<file path="src/rtl/cpu_pkg.sv">
// rtl/cpu_pkg.sv - shared fetch entry type, fetch state encoding and reset pc constant
package cpu_pkg;

   localparam logic [31:0] RESET_PC_DEFAULT = 32'h0000_0000;

   typedef struct packed {
      logic [31:0] pc;
      logic [31:0] instr;
   } fetch_entry_t;

   typedef enum logic [1:0] {
      ST_BOOT  = 2'd0,
      ST_RUN   = 2'd1,
      ST_DRAIN = 2'd2
   } fetch_state_t;

   function automatic logic [31:0] pc_plus4(input logic [31:0] pc);
      return pc + 32'd4;
   endfunction

   function automatic logic [31:0] word_align(input logic [31:0] addr);
      return addr & ~32'h0000_0003;
   endfunction

endpackage

</file>
<file path="src/rtl/fetch_queue.sv">
// rtl/fetch_queue.sv - in-order fetch queue of {pc, instr} entries with push/pop/flush and count
module fetch_queue
   import cpu_pkg::*;
#(
   parameter int DEPTH = 2
) (
   input  logic                         clk,
   input  logic                         rst,
   input  logic                         i_flush,
   input  logic                         i_push,
   input  fetch_entry_t                 i_push_data,
   input  logic                         i_pop,
   output fetch_entry_t                 o_head,
   output logic [$clog2(DEPTH+1)-1:0]   o_count
);

   localparam int AW = $clog2(DEPTH);
   localparam int CW = $clog2(DEPTH + 1);

   fetch_entry_t   r_mem [DEPTH];
   logic [AW-1:0]  r_wr_ptr;
   logic [AW-1:0]  r_rd_ptr;
   logic [CW-1:0]  r_count;
   logic           w_empty;
   logic           w_do_push;
   logic           w_do_pop;

   assign w_empty   = (r_count == '0);
   assign w_do_pop  = i_pop && !w_empty;
   // a full queue still takes a push when the head leaves in the same cycle
   assign w_do_push = i_push && ((r_count != CW'(DEPTH)) || w_do_pop);

   always_ff @(posedge clk) begin
      if (rst || i_flush) begin
         r_wr_ptr <= '0;
         r_rd_ptr <= '0;
         r_count  <= '0;
      end else begin
         if (w_do_push) r_wr_ptr <= r_wr_ptr + AW'(1);
         if (w_do_pop)  r_rd_ptr <= r_rd_ptr + AW'(1);
         case ({w_do_push, w_do_pop})
            2'b10:   r_count <= r_count + CW'(1);
            2'b01:   r_count <= r_count - CW'(1);
            default: r_count <= r_count;
         endcase
      end
   end

   always_ff @(posedge clk) begin
      if (w_do_push && !i_flush && !rst) begin
         r_mem[r_wr_ptr] <= i_push_data;
      end
   end

   assign o_head  = w_empty ? '0 : r_mem[r_rd_ptr];
   assign o_count = r_count;

endmodule

</file>
<file path="src/rtl/fetch_stage.sv">
// rtl/fetch_stage.sv - instruction fetch stage with redirect drain; FETCH_PERF_CNT_EN adds perf counters
module fetch_stage
   import cpu_pkg::*;
#(
   parameter logic [31:0] RESET_PC    = RESET_PC_DEFAULT,
   parameter int          QUEUE_DEPTH = 2
) (
   input  logic        clk,
   input  logic        rst,
   output logic        imem_req,
   output logic [31:0] imem_addr,
   input  logic        imem_gnt,
   input  logic        imem_rvalid,
   input  logic [31:0] imem_rdata,
   input  logic        redirect_valid,
   input  logic [31:0] redirect_pc,
   output logic        if_valid,
   output logic [31:0] if_pc,
   output logic [31:0] if_instr,
   input  logic        id_ready
`ifdef FETCH_PERF_CNT_EN
   ,
   output logic [31:0] perf_fetched,
   output logic [31:0] perf_flushed
`endif
);

   localparam int CW = $clog2(QUEUE_DEPTH + 1);

   fetch_state_t  r_state;
   fetch_state_t  w_state_nxt;
   logic [31:0]   r_fetch_pc;
   logic [31:0]   r_resp_pc;
   logic [CW-1:0] r_outstanding;
   logic [CW-1:0] r_drop;

   logic [CW-1:0] w_q_count;
   logic          w_q_empty;
   fetch_entry_t  w_q_head;
   fetch_entry_t  w_push_data;
   logic [CW:0]   w_inflight;
   logic [CW-1:0] w_redirect_out;
   logic          w_grant;
   logic          w_rsp;
   logic          w_push;
   logic          w_drop_rsp;
   logic          w_pop;

   assign w_inflight = {1'b0, w_q_count} + {1'b0, r_outstanding};
   assign imem_req   = (r_state == ST_RUN) && (w_inflight < (CW+1)'(QUEUE_DEPTH));
   assign imem_addr  = r_fetch_pc;
   assign w_grant    = imem_req && imem_gnt;

   // a beat with nothing outstanding belongs to a request abandoned by reset
   assign w_rsp      = imem_rvalid && (r_outstanding != '0);
   assign w_push     = w_rsp && !redirect_valid && (r_drop == '0);
   assign w_drop_rsp = w_rsp && !redirect_valid && (r_drop != '0);

   // out+grant never exceeds QUEUE_DEPTH, so CW bits suffice
   assign w_redirect_out = r_outstanding + CW'(w_grant) - CW'(w_rsp);

   assign w_q_empty  = (w_q_count == '0);
   assign if_valid   = !w_q_empty && !redirect_valid;
   assign w_pop      = if_valid && id_ready;
   assign if_pc      = w_q_head.pc;
   assign if_instr   = w_q_head.instr;

   // non-dropped responses arrive in order starting at the last redirect target
   assign w_push_data = '{pc: r_resp_pc, instr: imem_rdata};

   fetch_queue #(
      .DEPTH (QUEUE_DEPTH)
   ) u_queue (
      .clk         (clk),
      .rst         (rst),
      .i_flush     (redirect_valid),
      .i_push      (w_push),
      .i_push_data (w_push_data),
      .i_pop       (w_pop),
      .o_head      (w_q_head),
      .o_count     (w_q_count)
   );

   always_comb begin
      w_state_nxt = r_state;
      case (r_state)
         ST_BOOT: w_state_nxt = ST_RUN;
         ST_RUN: begin
            if (redirect_valid && (w_redirect_out != '0)) w_state_nxt = ST_DRAIN;
         end
         ST_DRAIN: begin
            if (redirect_valid) begin
               w_state_nxt = (w_redirect_out != '0) ? ST_DRAIN : ST_RUN;
            end else if (r_drop == '0) begin
               w_state_nxt = ST_RUN;
            end
         end
         default: w_state_nxt = ST_BOOT;
      endcase
   end

   always_ff @(posedge clk) begin
      if (rst) begin
         r_state       <= ST_BOOT;
         r_fetch_pc    <= word_align(RESET_PC);
         r_resp_pc     <= word_align(RESET_PC);
         r_outstanding <= '0;
         r_drop        <= '0;
      end else begin
         r_state <= w_state_nxt;
         if (redirect_valid) begin
            r_fetch_pc    <= word_align(redirect_pc);
            r_resp_pc     <= word_align(redirect_pc);
            r_outstanding <= w_redirect_out;
            r_drop        <= w_redirect_out;
         end else begin
            if (w_grant)    r_fetch_pc <= pc_plus4(r_fetch_pc);
            if (w_push)     r_resp_pc  <= pc_plus4(r_resp_pc);
            if (w_drop_rsp) r_drop     <= r_drop - CW'(1);
            r_outstanding <= r_outstanding + CW'(w_grant) - CW'(w_rsp);
         end
      end
   end

`ifdef FETCH_PERF_CNT_EN
   logic [31:0] r_perf_fetched;
   logic [31:0] r_perf_flushed;

   always_ff @(posedge clk) begin
      if (rst) begin
         r_perf_fetched <= '0;
         r_perf_flushed <= '0;
      end else begin
         if (w_pop)          r_perf_fetched <= r_perf_fetched + 32'd1;
         if (redirect_valid) r_perf_flushed <= r_perf_flushed + 32'd1;
      end
   end

   assign perf_fetched = r_perf_fetched;
   assign perf_flushed = r_perf_flushed;
`endif

endmodule
</file>
<file path="config.mk">
export PLATFORM = sky130hd
export DESIGN_NAME = fetch_stage
export DESIGN_NICKNAME = d
export VERILOG_FILES = /design/src/rtl/cpu_pkg.sv /design/src/rtl/fetch_queue.sv /design/src/rtl/fetch_stage.sv
export SDC_FILE = /design/constraint.sdc
export NUM_CORES = 1
export LEC_CHECK = 0
export CORE_MARGIN = 2
export CORE_UTILIZATION = 49
export CTS_BUF_LIST = sky130_fd_sc_hd__clkbuf_8
export DETAILED_ROUTE_END_ITERATION = 6
export PLACE_DENSITY_LB_ADDON = 0.3
export SYNTH_ARGS = -nofsm -noshare
export SYNTH_HDL_FRONTEND = slang
export SYNTH_SLANG_ARGS = --single-unit
</file>
<file path="constraint.sdc">
create_clock -name clk -period 4 [get_ports clk]
set_input_delay 0.4 -clock clk [delete_from_list [all_inputs] [get_ports clk]]
set_output_delay 0.4 -clock clk [all_outputs]
set_load 0.005 [all_outputs]
</file>
==> results of run 1 <==
==> sequential cells by signal, indices dropped and copies added (netlist names), named ones only <==
register and flops:
u_queue.r_mem 124, r_resp_pc 30, u_queue.r_rd_ptr 1, r_drop 2
u_queue.o_count 2, r_state 2, r_outstanding 2, u_queue.r_wr_ptr 1
imem_addr 30
==> power by group through the flow <==
stage	Clock [mW]	Combinational [mW]	Sequential, mW
global route	1.42	0.712	2.36
CTS	1.35	0.645	2.34
global placement	0	0.628	2.38
finish	1.31	0.638	2.35
detailed placement	0	0.640	2.39
floorplan	0	0.376	2.36
==> final cells by class <==
| type | count | area, µm² |
|---|---|---|
| fill | 1463 | 6800 |
| sequential | 195 | 5150 |
| multi-input combinational | 518 | 3410 |
| timing repair buffer | 172 | 1700 |
| tap | 229 | 287 |
| clock buffer | 20 | 275 |
| clock inverter | 12 | 140 |
| inverter | 20 | 75.1 |
==> how the worst max path moves through the flow <==
stage / startpoint / to / slack, ns / depth (start not counted)
after floorplan: u_queue.o_count[0]$_SDFFE_PP0P_ / r_state[0]$_SDFFE_PP0P_ / 0.73 / 14
after global placement: u_queue.o_count[0]$_SDFFE_PP0P_ / r_state[0]$_SDFFE_PP0P_ / 0.49 / 12
after detailed placement: u_queue.o_count[0]$_SDFFE_PP0P_ / r_state[0]$_SDFFE_PP0P_ / 0.46 / 12
after CTS: u_queue.o_count[0]$_SDFFE_PP0P_ / r_state[0]$_SDFFE_PP0P_ / 0.42 / 12
after global routing: u_queue.o_count[0]$_SDFFE_PP0P_ / r_state[0]$_SDFFE_PP0P_ / 0.11 / 12
final: u_queue.o_count[0]$_SDFFE_PP0P_ / r_state[0]$_SDFFE_PP0P_ / 0.41 / 12
==> through the flow <==
stage / worst slack (ns) / instance area (µm²) / utilization, % / total power [mW]
2_1_floorplan: 0.727 / 8840 / - / 2.74
3_3_place_gp: 0.494 / 10600 / 59.6 / 3.01
3_5_place_dp: 0.461 / 10600 / 59.6 / 3.03
4_1_cts: 0.417 / 11000 / 61.9 / 4.34
5_1_grt: 0.110 / 11000 / 61.9 / 4.50
6_report: 0.408 / 11000 / 61.9 / 4.29
==> critical path, cell delays in order (launching register included) <==
cell and delay [ns]:
dfxtp_1 0.50, and2_1 0.19, fa_1 0.41, or4b_1 0.63, inv_2 0.20, nand2_1 0.16
ha_1 0.30, inv_1 0.06, ha_1 0.14, xor3_1 0.26, o21ai_0 0.24, o21ai_0 0.13
a221oi_1 0.30
==> placed cells by master, fill, tap and decap left out, drive strengths merged, types with 3 or more instances in the layout <==
cell	instances
nand4	18
mux2i	64
clkbuf	20
xor2	12
o31ai	5
a21boi	10
and3	15
nor4	18
a21oi	20
xnor2	7
o21ai	16
buf	12
or4	3
and4	12
o211a	3
nand3	23
nand2	35
a211oi	18
a31oi	11
bufinv	3
or3	8
and2	13
nor2	98
dfxtp	71
o31a	7
nor2b	10
o21bai	16
or2	4
clkdlybuf4s50	160
inv	26
nor3	20
ha	5
edfxtp	124
a311oi	20
conb	4
==> cells by family (layout without fill, tap and decap cells) <==
group,count (synthesis),in the layout
AOI/OAI and AO/OA,139,139
xor gates and xnor gates,20,20
adders and majority gates,6,6
buffers and inverters,72,224
DFF,195,195
muxes,64,64
other,1,4
and+or+nand+nor,285,285
==> layer usage <==
metal  routed length, µm  part of all wire [%]  track usage (%)  vias to the layer above
li1                    -                     -                -                     3211
met3                1440                   7.3             3.78                       24
met5                   0                     0                0                        -
met2                8750                    44             31.0                      249
met4                 246                   1.2             7.14                        0
met1                9300                    47             31.0                     3135
==> results.toml, run 1 <==
[synth]
yosys-top-cells-count = "124 x edfxtp_1, 97 x nor2_1, 71 x dfxtp_1"
synth_compound_area_share_pct = 11.3
ys_async_sr_fraction_pct = 0
synthAdderAreaFrac_pct = 0.936
synth_warnings = 0
synth_xor_area_share_pct = 2.15
synth_top_family_by_area = "simple AND/OR/NAND/NOR gates"
yosys.area_share.simple_pct = 16.7
synth_most_common_cell = "edfxtp_1"
synthTopCellsByArea = "edfxtp_1 42%, dfxtp_1 16%, mux2i_1 7.3%"
synth_edf_count = 124
syn_area_um2 = 8830
syn_area_per_cell_um2 = 11.3
synth_seq_cells = 195
synth.area.mux_share_pct = 7.26
syn_inst = 782
yosysTopAreaCell = "edfxtp_1"
netlist-cell-type-count = 61
synth_seq_area_share_pct = 58.3
yosysTopAreaCellShare_pct = 42.2
synth_ff_type = "edfxtp_1"

[global_route]
grt.overflow.total = 0
grt_pass1_vias = 6252
grtUsageTotal_pct = 20.9
antenna_found_initial = 0
grt_pass1_wl_um = 32300
grt_max_degree = 70

[routing]
vias = 6619
drc = 0
drt-wirelength-per-cell_um = 16.9
ant_nets = 0
drt_pre_antenna_iters = 5
routed_wl_um = 19700
viasPerCell = 5.68
drt_iter0_drc = 455

[hold_path]
min_path_type = "in -> reg"
hp-start = "redirect_valid"
min_delay_worst_endpoint = "u_queue.o_count[0]$_SDFFE_PP0P_"
hold_depth = 3

[setup_path]
r2r_cells = 12
required_ns = 4.36
rrSetupSlack_ns = 0.41
worst_r2r_endpoint = "r_state[0]$_SDFFE_PP0P_"
startpoint_type = "register"
worst-setup-path-type = "reg -> reg"
cp.arrival_ns = 3.95
crit_path_end_kind = "register"
reg2reg_from = "u_queue.o_count[0]$_SDFFE_PP0P_"
cp_max_fo = 8

[status]
status = "finished, final reports clean"

[place]
dpl.cell_count = 1134
io_buffers = 161
gp_congestion = 0.866
dp.final_hpwl_um = 13500

[final_layout]
fin_cells = 1166
nNetsFinal = 1000
layout-drive-gt1-share_pct = 5.76
diodes = 0
area_growth_pct = 25.1

[job]
drv_cap = 0

[sta]
setup_tns_ns = 0
rsz0062_at_grt = "no"
tightest_slew_ns = 0.875
max_freq_ghz = 0.278
final_max_slew_viol_count = 0
hold_violations = 0
hold_slack_ns = 0.324
period_share_pct = 89.8
fin_skew_ns = 0.0142
setup_viol = 0
max_slew_margin_pct = 41.5
fin_crit_ns = 3.59

[cts]
root_buffer = "clkbuf_8"
cts_buffers = 17
cts_sinks = 195
clk_latency_ns = 0.46
postCtsSetupRepairBufs = 0
cts_buffer_depth = 2
ctsResizeCount = 0
htree_num_levels = 4
hold_buffers = 0
cts_tree = "built"
clkTransAtPathRegs_ns = 0.09

[floorplan]
pin_count = 168
die_w_um = 138
fp-row-count = 49
die_area_um2 = 19100
die_y_um = 138
core_area_um2 = 17800
start_util_pct = 49.5

[power_and_ir_drop]
ir_drop_mv = 0.197
p_seq_share_pct = 54.7
power_density_nw_per_um2 = 389
switching_power_mw = 1.06
p_clk_share_pct = 30.4
internal-power_mw = 3.24
p_leak_nw = 3.65
p_sw_share_pct = 24.6
combPwrFrac_pct = 14.9
Power figures use the tool's default switching activity.
==> run 2: changes to the inputs <==
--- a/config.mk
+++ b/config.mk
@@ -10,6 +10,7 @@
 export CTS_BUF_LIST = sky130_fd_sc_hd__clkbuf_8
 export DETAILED_ROUTE_END_ITERATION = 6
 export PLACE_DENSITY_LB_ADDON = 0.3
+export SLEW_MARGIN = 0
 export SYNTH_ARGS = -nofsm -noshare
 export SYNTH_HDL_FRONTEND = slang
 export SYNTH_SLANG_ARGS = --single-unit
==> results of run 2 <==
The final DEF is identical to that of run 1; final timing and power are the same.
==> RTL change 1: new RTL, flow settings as in run 1 <==
The option `FETCH_PERF_CNT_EN` is turned on by a define.
--- a/src/rtl/fetch_stage.sv
+++ b/src/rtl/fetch_stage.sv
@@ -1,2 +1,4 @@
 // rtl/fetch_stage.sv - instruction fetch stage with redirect drain; FETCH_PERF_CNT_EN adds perf counters
+`define FETCH_PERF_CNT_EN
+
 module fetch_stage
Formal check against the unedited RTL (old outputs only; new: perf_fetched and perf_flushed): equivalent (Yosys induction, for registers that start in step).
==> RTL change 1 against run 1 <==
- area after synthesis rose by 29%
- total power up 38%
- setup slack better by 0.38 ns
- sequential cell count is 64 higher
- cell count increased by 39%
- critical path depth grew 2
- wire length rose by 39%
- design area up 34%
- non-clock buffer count increased by 67
- clock skew up 0.0097 ns
- highest routed layer is now met5
==> RTL change 1: results (changes against run 1) <==
** Global route
- Largest net degree at the start of global routing :: 68 (-2.9%)
- Global-route wire length before repair :: 43.83 mm (+36%)
- Vias in the first global route :: 8656 (+38%)
- The initial antenna violation count came to 1 (+1).

** Finish
- The non-clock buffer count in the final layout was 239 (+39%).
- Net count of the finished layout :: 1377 (+38%)
- The non-clock inverter total of the final layout was 41 (+110%).
- Data-path buffer share of cell area in the final layout :: 16.12% (+0.71 points)
- The register area came to 6430 um^2 (+25%).
- Multi-In Gates :: 714 (+38%)
- Area used by multi-input combinational logic :: 4612 um^2 (+35%)

** Worst setup path
- Endpoint of the most critical register-to-register path :: r_state[1]
- The worst reg-to-reg path cell count came to 14 (+2).
- Slowest cell on the critical path :: sky130_fd_sc_hd__dfxtp_1
- Crit path DAT :: 3.62 ns (-0.33 ns)

** Logic synthesis
- The share of the synthesized area in compound gates (AO/OA/AOI/OAI) came to 7.887% (-3.4 points).
- Share of the synthesized netlist area taken by xor and xnor gates :: 7.689% (+5.5 points)
- Most common library cells after synthesis :: sky130_fd_sc_hd__nor2_1 (137), sky130_fd_sc_hd__dfxtp_1 (135), sky130_fd_sc_hd__edfxtp_1 (124), sky130_fd_sc_hd__mux2i_1 (64), sky130_fd_sc_hd__xor2_1 (60)
- Mux cell area share after synthesis :: 6.019% (-1.2 points)
- Part of the Yosys area used for sequential elements :: 56.41% (-1.9 points)
- Adder-Cell Fraction of Synth Area :: 0.9446% (+0.0090 points)
- The post-synthesis sequential element count is 259 (+33%).

** Clocking
- The clock transition time at the flip-flop clock pins of the worst setup and hold paths is 0.06 ns (-0.03 ns).
- Number of H-tree levels :: 2 (-2)
- Maximum clock insertion buffer count :: 3 (+1)
- Clk Latency, worst-skew pair :: 0.54 ns (+0.08 ns)
- The number of buffers added by the clock tree synthesis step is 44 (+27).

** STA
- The normalized max-slew margin came to 33.18% (-8.3 points).
- Period minus WS final :: 3.212 ns (-0.3803 ns)

** Detailed routing
- DR WL/cell :: 16.94 um (about the same)
- The number of DRC markers after the initial detailed-route iteration is 473 (+4.0%).
- The number of optimization iterations in the first detailed-route pass came to 4 (-1).

** Placed design
- The sum of net half-perimeters after detailed placement came to 18.45 mm (+36%).
- The worst slack after detailed placement was 0.8211 ns (+0.3599 ns).
- The final RePlAce weighted congestion is 0.8585 (-0.89%).
- PortBufs :: 225 (+40%)

** Power and ir drop
- Cell leakage power :: 5.068 nW (+39%)
- The flip-flop and latch power came to 3.00 mW (+28%).

** Run status
- The run finished with clean final reports.

** Hold path
- For hold timing, the worst endpoint is r_drop[0].
## RTL change 1: cell count changes in the layout (fill, tap and decap cells not counted), sizes merged, moves of 14 or more
cell / change
nand4: +34
a21oi: +28
dfxtp: +64
nand3: +16
a311oi: -20
nand2: +17
xor2: +48
a21boi: +28
a211oi: -14
clkbuf: +35
xnor2: +33
inv: +33
nor2: +39
clkdlybuf4s50: +63
## RTL change 1: through the flow
step	std cells	total power [mW]	instance area (um^2)	hold slack (ns)	util (%)
after global placement	1538	3.689	13940	0.4852	61.38
after global routing	1620	6.189	14810	0.2885	65.21
final	1620	5.924	14810	0.2933	65.21
after floorplan	1071	3.382	11400	0.4465	-
after CTS	1620	5.990	14810	0.2553	65.21
after detailed placement	1538	3.711	13940	0.4911	61.38
## RTL change 1: per-layer routing
metal | global-route usage [%] | vias up | wire [um]
met3 | 7.256 | 43 | 2240
met2 | 36.86 | 244 | 12980
li1 | - | 4273 | -
met1 | 27.79 | 4195 | 11750
met4 | 6.247 | 2 | 453
met5 | 0 | - | 11
==> RTL change 2: new RTL, settings of run 1 <==
Made on the original files. Encoding of `fetch_state_t`: now one-hot (3 bits for 3 states).
--- a/src/rtl/cpu_pkg.sv
+++ b/src/rtl/cpu_pkg.sv
@@ -10,6 +10,6 @@
 
-   typedef enum logic [1:0] {
-      ST_BOOT  = 2'd0,
-      ST_RUN   = 2'd1,
-      ST_DRAIN = 2'd2
+   typedef enum logic [2:0] {
+      ST_BOOT  = 3'b001,
+      ST_RUN   = 3'b010,
+      ST_DRAIN = 3'b100
    } fetch_state_t;
Behaviour: same outputs for any inputs over 4 cycles, from zero or initial values and one cycle with rst high; so few cycles prove little.
==> RTL change 2 against run 1 <==
- via count increased by 2.5%
- die area grew 1.2%
- design area is 1.5% higher
- sequential cell count increased by 1
- setup slack improved by 0.36 ns
- wire length is 3.3% higher
- cell count up 0.17%
- total power grew 0.27%
- largest cell class unchanged
- area after synthesis grew 1.2%
==> RTL change 2: results (changes against run 1) <==
** Worst setup path
- Reg-to-reg slack, setup :: 0.88 ns (+0.47 ns)
- The highest fanout seen on the critical path is 10 (+2).
- The critical path is of the reg -> out type.
- Crit path DAT :: 2.84 ns (-1.11 ns)
- Slowest cell on the critical path :: sky130_fd_sc_hd__nor3_2
- Largest stage delay on the critical path :: 0.51 ns (-0.12 ns)
- The endpoint identified for the worst register-to-register timing path is r_state[1].

** Detailed routing
- Sum of routed wire length over all layers :: 20.38 mm (+3.3%)
- Amount of wire on met3 after detailed routing :: 1.506 mm (+4.6%)
- The met2 wire length came to 9.271 mm (+6.0%).
- DR WL/cell :: 17.45 um (+3.1%)
- The met1 layer wirelength in the final routing was 9.270 mm (-0.34%).
- Detailed router's first-iteration violation count :: 528 (+16%)
- The post-detailed-route via-to-cell ratio was 5.809 (+2.3%).

** Placed design
- Cells after DPL :: 1136 (+0.18%)
- The worst slack after detailed placement is 0.8944 ns (+0.4331 ns).
- Post-Place Cell Area :: 10740 um^2 (+1.0%)
- The final RePlAce weighted congestion came to 0.8053 (-7.0%).

** Global route
- Met2 Track Usage GR :: 31.99% (+0.96 points)
- Largest net degree at the start of global routing :: 65 (-7.1%)
- The first-pass GRT wire length was 32.30 mm (about the same).
- The met3 track demand over resource in global routing was 4.558% (+0.78 points).
- The via count of the first global-routing pass was 6233 (-0.30%).
- Initial antenna violation count :: 0 (unchanged)

** Logic synthesis
- The number of distinct library cells after synthesis came to 62 (+1.6%).
- The sequential-to-total area share from yosys stat came to 57.82% (-0.47 points).
- The commonest cells after synthesis are sky130_fd_sc_hd__edfxtp_1 (124), sky130_fd_sc_hd__nor2_1 (88), sky130_fd_sc_hd__dfxtp_1 (72), sky130_fd_sc_hd__mux2i_1 (63), sky130_fd_sc_hd__nand2_1 (34).
- The average cell area after synthesis came to 11.38 um^2 (+0.82%).

** STA
- Worst Max-Slew Pin Slew :: 1.068 ns (+0.1926 ns)
- Final Hold Slack :: 0.2487 ns (-0.07496 ns)
- The post-route minimum period was 3.235 ns (-0.3567 ns).
- The setup clock skew after layout came to 0.01745 ns (+0.003211 ns).

** Floorplanning
- Die width :: 139.0 um (+0.58%)

** Hold path
- The worst hold path terminates at u_queue.r_wr_ptr.
- Instance count along the most critical hold path :: 2 (-1)

** Run status
- Result of the run :: finished clean

** Finish
- Filler cells :: 1482 (+1.3%)
- The fraction of final layout cells sized beyond drive strength 1 is 6.070% (+0.31 points).
- Compared with the post-synthesis result, the final layout area differs by 25.47%.

** Power and ir drop
- The peak supply drop came to 0.0002426 V (+23%).
## RTL change 2: final cells by class
cell class | count | share of cell area [%]
Tap cell | 229 | 2.557
Timing Repair Buffer | 169 | 15.09
Inverter | 15 | 0.5024
Clock buffer | 18 | 2.211
Clock inverter | 14 | 1.998
Multi-Input combinational cell | 527 | 31.52
Sequential cell | 196 | 46.12
## RTL change 2: cells by family after synthesis
group                    Yosys count  share of synthesized area (%)
XOR/XNOR                          15                          1.639
adder cells (fa/ha/maj)            6                         0.9245
buffers and inverters             65                          3.096
flip-flops                       196                          57.82
other                              1                        0.04198
multiplexers                      63                          7.060
AO/OA/AOI/OAI                    148                          11.99
AND/OR/NAND/NOR                  291                          17.43
## RTL change 2: report_power, final
part	total (mW)	switching, mW	internal (mW)
sequential	2.32	0.0941	2.23
clock	1.48	0.709	0.771
combinational	0.500	0.238	0.262
